[src/rtl/mux_rr_arbiter.sv]
// Round-robin owner selection for a shared 4:1 mux datapath.
// Owner legs a/b/c/d feed y through a one-entry output register with
// valid/ready backpressure. Bursts are capped at MAX_BURST beats per grant.
//
// Handshake: a beat moves into y on any edge where the owner holds req and
// the output register is free (y_valid=0) or being drained (out_ready=1).
// The owner sees this as ack. The consumer takes y on any edge where
// y_valid=1 and out_ready=1.
module mux_rr_arbiter #(
    parameter int W         = 4,
    parameter int MAX_BURST = 4,
    parameter int CW        = 4
) (
    input  logic         clk,
    input  logic         rst_n,
    input  logic [3:0]   req,
    input  logic [W-1:0] a,
    input  logic [W-1:0] b,
    input  logic [W-1:0] c,
    input  logic [W-1:0] d,
    input  logic         out_ready,
    output logic [3:0]   gnt,
    output logic [3:0]   ack,
    output logic [1:0]   s,
    output logic [W-1:0] y,
    output logic         y_valid,
    output logic         busy
);

    typedef enum logic {IDLE = 1'b0, GRANT = 1'b1} state_t;

    localparam logic [CW-1:0] LAST_BEAT = CW'(MAX_BURST - 1);

    state_t         r_state,    w_state;
    logic [1:0]     r_owner,    w_owner;
    logic [1:0]     r_last,     w_last;
    logic [3:0]     r_gnt,      w_gnt;
    logic [1:0]     r_s,        w_s;
    logic [W-1:0]   r_y,        w_y;
    logic           r_y_valid,  w_y_valid;
    logic [CW-1:0]  r_beat_cnt, w_beat_cnt;

    logic [1:0]     w_pick;
    logic           w_pick_ok;
    logic [W-1:0]   w_mux;
    logic           w_accept;

    // Round-robin search starting just after the last released owner.
    always_comb begin
        w_pick    = 2'd0;
        w_pick_ok = 1'b0;
        for (int k = 1; k <= 4; k++) begin
            if (!w_pick_ok && req[2'(r_last + 2'(k))]) begin
                w_pick    = 2'(r_last + 2'(k));
                w_pick_ok = 1'b1;
            end
        end
    end

    // The shared 4:1 datapath mux, steered by the registered select.
    always_comb begin
        case (r_s)
            2'd0:    w_mux = a;
            2'd1:    w_mux = b;
            2'd2:    w_mux = c;
            default: w_mux = d;
        endcase
    end

    assign w_accept = (r_state == GRANT) && req[r_owner] && (!r_y_valid || out_ready);

    // Next-state, grant bookkeeping and output-register update.
    always_comb begin
        w_state    = r_state;
        w_owner    = r_owner;
        w_last     = r_last;
        w_gnt      = r_gnt;
        w_s        = r_s;
        w_y        = r_y;
        w_y_valid  = r_y_valid;
        w_beat_cnt = r_beat_cnt;

        // A taken beat is either replaced by a new one or drained.
        if (w_accept) begin
            w_y       = w_mux;
            w_y_valid = 1'b1;
        end else if (r_y_valid && out_ready) begin
            w_y_valid = 1'b0;
        end

        case (r_state)
            IDLE: begin
                if (w_pick_ok) begin
                    w_state    = GRANT;
                    w_owner    = w_pick;
                    w_s        = w_pick;
                    w_gnt      = 4'b0001 << w_pick;
                    w_beat_cnt = '0;
                end
            end
            GRANT: begin
                if (!req[r_owner]) begin
                    w_state = IDLE;
                    w_gnt   = 4'b0000;
                    w_last  = r_owner;
                end else if (w_accept) begin
                    if (r_beat_cnt == LAST_BEAT) begin
                        // Final beat of the burst is captured while releasing.
                        w_state    = IDLE;
                        w_gnt      = 4'b0000;
                        w_last     = r_owner;
                        w_beat_cnt = '0;
                    end else begin
                        w_beat_cnt = r_beat_cnt + 1'b1;
                    end
                end
            end
            default: begin
                w_state = IDLE;
                w_gnt   = 4'b0000;
            end
        endcase
    end

    // State register; reset drops any beat held in y immediately.
    always_ff @(posedge clk or negedge rst_n) begin
        if (!rst_n) begin
            r_state    <= IDLE;
            r_owner    <= 2'd0;
            r_last     <= 2'd3;
            r_gnt      <= 4'b0000;
            r_s        <= 2'd0;
            r_y        <= '0;
            r_y_valid  <= 1'b0;
            r_beat_cnt <= '0;
        end else begin
            r_state    <= w_state;
            r_owner    <= w_owner;
            r_last     <= w_last;
            r_gnt      <= w_gnt;
            r_s        <= w_s;
            r_y        <= w_y;
            r_y_valid  <= w_y_valid;
            r_beat_cnt <= w_beat_cnt;
        end
    end

    assign gnt     = r_gnt;
    assign ack     = r_gnt & {4{w_accept}};
    assign s       = r_s;
    assign y       = r_y;
    assign y_valid = r_y_valid;
    assign busy    = (r_state == GRANT);

endmodule

[config.mk]
export PLATFORM = sky130hd
export DESIGN_NAME = mux_rr_arbiter
export DESIGN_NICKNAME = d
export VERILOG_FILES = /design/src/rtl/mux_rr_arbiter.sv
export SDC_FILE = /design/constraint.sdc
export NUM_CORES = 1
export LEC_CHECK = 0
export CAP_MARGIN = 30
export CORE_ASPECT_RATIO = 1.5
export CORE_MARGIN = 5
export CORE_UTILIZATION = 40
export DETAILED_ROUTE_END_ITERATION = 8
export GPL_TIMING_DRIVEN = 1
export PLACE_DENSITY = 0.83
export SLEW_MARGIN = 20
export SYNTH_ARGS = -nofsm -noshare
export SYNTH_HDL_FRONTEND = slang
export SYNTH_SLANG_ARGS = --single-unit
[constraint.sdc]
create_clock -name clk -period 1.8 [get_ports clk]
set_input_delay 0.27 -clock clk [delete_from_list [all_inputs] [get_ports clk]]
set_output_delay 0.27 -clock clk [all_outputs]
set_load 0.05 [all_outputs]
==> results of run 1 <==
-- cell families (layout without fill, tap and decap cells) --
kind of cell               Yosys count  count (layout)  share of synthesized area (%)
AOI/OAI and AO/OA                   19              19                           13.1
xor gates and xnor gates             1               1                          0.803
adders and majority gates            1               1                           1.15
buffers and inverters                5              60                           4.59
DFF                                 18              18                           41.5
muxes                               14              14                           22.4
and+or+nand+nor                     32              32                           16.5
-- cells in the mapped netlist (all sizes together) --
library cell / number
dfrtp: 16
mux2: 9
nand2: 7
a22o: 5
mux4: 5
nor2: 5
o21ai: 5
and2: 4
nor2b: 4
buf: 3
nand3: 3
a21oi: 2
a32o: 2
and3: 2
dfstp: 2
inv: 2
nand2b: 2
or2: 2
a21bo: 1
a22oi: 1
a311oi: 1
ha: 1
nor3b: 1
nor4: 1
o211a: 1
o211ai: 1
or3b: 1
xnor2: 1
-- what timing repair did --
item	in CTS	in global routing
hold buffers	0	0
setup endpoints to repair	7	10
cloned	0	0
pin swaps	2	0
gates resized for setup	11	2
buffers inserted	1	0
-- layout make-up --
class                           count  area (um2)
Fill cell                         213         991
Multi-Input combinational cell     67         601
Timing Repair Buffer               54         493
Sequential cell                    18         454
Clock buffer                        4        55.1
Tap cell                           37        46.3
Inverter                            2        7.51
-- per-layer routing --
metal | vias to the layer above | wire (um) | global-route usage [%]
li1 | 448 | - | -
met1 | 469 | 1100 | 17.4
met2 | 22 | 1770 | 30.9
met3 | 6 | 71 | 1.80
met4 | 0 | 68 | 7.39
met5 | - | 0 | 0
-- stage by stage --
| stage | TNS [ns] | total power [mW] | utilization (%) | instances | setup WS [ns] |
|---|---|---|---|---|---|
| after detailed placement | -4.24 | 2.55 | 59.3 | 177 | -0.286 |
| after CTS | -0.337 | 2.94 | 62.4 | 182 | -0.0928 |
| after floorplan | -1.68 | 2.02 | - | 90 | -0.214 |
| final | -0.342 | 2.95 | 62.6 | 182 | -0.0938 |
| after global placement | -3.63 | 2.49 | 59.3 | 177 | -0.242 |
| after global routing | -0.499 | 3.09 | 62.6 | 182 | -0.131 |
-- final timing paths --
kind	startpoint	endpoint
max	s[0]	ack[2]
min	rst_n	gnt[1]
max reg2reg	s[0]	r_last[0]
min reg2reg	y[2]	y[2]
max in group asynchronous	rst_n	r_last[0]
min in group clk	y[2]	y[2]
-- critical path, stage by stage, from the launching register on --
cell and delay, ns:
dfrtp_2 0.37, mux4_2 0.51, and3_4 0.19, and2_4 0.16
buf_6 0.14
-- flip-flops by register name (all words and copies together), names as in the netlist --
register and count:
y 4, gnt 4, s 2, busy 1, r_last 2, r_beat_cnt 4, y_valid 1
-- power groups by stage --
stage | logic (mW) | clock network (mW) | registers, mW
after detailed placement | 1.79 | 0 | 0.763
after global routing | 1.95 | 0.351 | 0.789
after CTS | 1.85 | 0.339 | 0.758
final | 1.86 | 0.331 | 0.763
after floorplan | 0.843 | 0 | 1.18
after global placement | 1.74 | 0 | 0.753
==> metrics.txt, run 1 <==
Mapped Cells 90; clock group share of total power 11.2%; grt ovf 0; final hold slack 0.344 ns; Tmin final 1.89 ns; status complete, but fails checks; Area contributors post-synth dfrtp_1 (37%), mux4_1 (9.6%), mux2_4 (5.5%); I/O Buffers 38; num ports 39; Max Slew Vio Count 0; Finished Cell Area 1660 um2; proportion of layout cells with a drive suffix above 1 approximately 37%; CTS max path bufs 2; vias per cell 5.19; power density cells roughly 1800 nW/um2; actual slew at the worst max-slew pin 0.521 ns; NumNets Final 170; Die Width around 53 um; vias in the first global route 1029; Critical Path Start Type flip-flop; combinational power share 63.0%; RSZ-0062 raised after global routing true; syn_area_per_cell 12.1 um2; crit path kind reg2out; VDD IR max roughly 0.90 mV; DR DRC count 0; Switch Pwr 1.32 mW; final count of hold timing violations 0; switching share of power 44.8%; Max-Cap Viols 0; register area share after synthesis 41.5%; first-pass GRT wire length ~4700 um; Final Setup Violations 4; largest net degree at the start of global routing 19; flops & latches, synth 18; Initial DRC Count 27; Ant. Diodes 0; FF-to-FF path depth 6; setup slack after layout -0.0938 ns; Die ar. 3890 um2; Reg2Reg Setup Slack 0.06 ns; row count 23; CP Data Arrival Time 1.62 ns; antenna violations before repair 0; Final ANT Viol Nets 0; clk sinks 18; Yosys top cell by area dfrtp_1; Crit Path Max Fanout 5; drt total wl 3010 um; Yosys top cell area share 36.7%; root buffer cell clkbuf_8; routability-driven placement congestion ratio 0.800; Synth Warn # 0; Post-DP Area 1570 um2; Net Count, Synth 114; Pleak 0.752 nW; Final Cycle Share 105%; Core ar. between 2000 and 3000 um2; global-route usage over all layers 16.3%; most frequent cells in the layout clkdlybuf4s50_1 (24), buf_4 (22), dfrtp_1 (15), nand2_1 (7); Crit. End Element primary output; commonest non-fill, non-tap cell in the layout clkdlybuf4s50_1; fmax 528 MHz; H-Tree Depth 1; area grow syn2layout 51.8%; CTS tree built; Worst Hold Class in2async; synthesized area ~1100 um2; sequential power share roughly 26%; routed length per placed instance 16.5 um; Initial DRT Pass Iterations 4; clk_skew 0.00362 ns; routed via count 945; Clk Latency, worst-skew pair 0.25 ns; relative slew slack roughly 65%; Die Y 74.0 um; failing checks setup timing; Starting Density 41.2%; Netlist cell types 32; CTS Buf Count 3; Worst EP required 1.53 ns; clock-pin slew on the worst setup and hold paths roughly 0.070 ns; Cell Int Power roughly 1.6 mW; Final HPWL DP 2320 um
Power figures use the tool's default switching activity.
==> run 2, diff against run 1 <==
--- a/config.mk
+++ b/config.mk
@@ -5,14 +5,14 @@
 export SDC_FILE = /design/constraint.sdc
 export NUM_CORES = 1
 export LEC_CHECK = 0
-export CAP_MARGIN = 30
+export CAP_MARGIN = 20
 export CORE_ASPECT_RATIO = 1.5
 export CORE_MARGIN = 5
 export CORE_UTILIZATION = 40
 export DETAILED_ROUTE_END_ITERATION = 8
 export GPL_TIMING_DRIVEN = 1
+export HOLD_SLACK_MARGIN = 0.02
 export PLACE_DENSITY = 0.83
-export SLEW_MARGIN = 20
 export SYNTH_ARGS = -nofsm -noshare
 export SYNTH_HDL_FRONTEND = slang
 export SYNTH_SLANG_ARGS = --single-unit
==> results of run 2 <==
No change in the layout: final DEF, timing and power equal those of run 1.
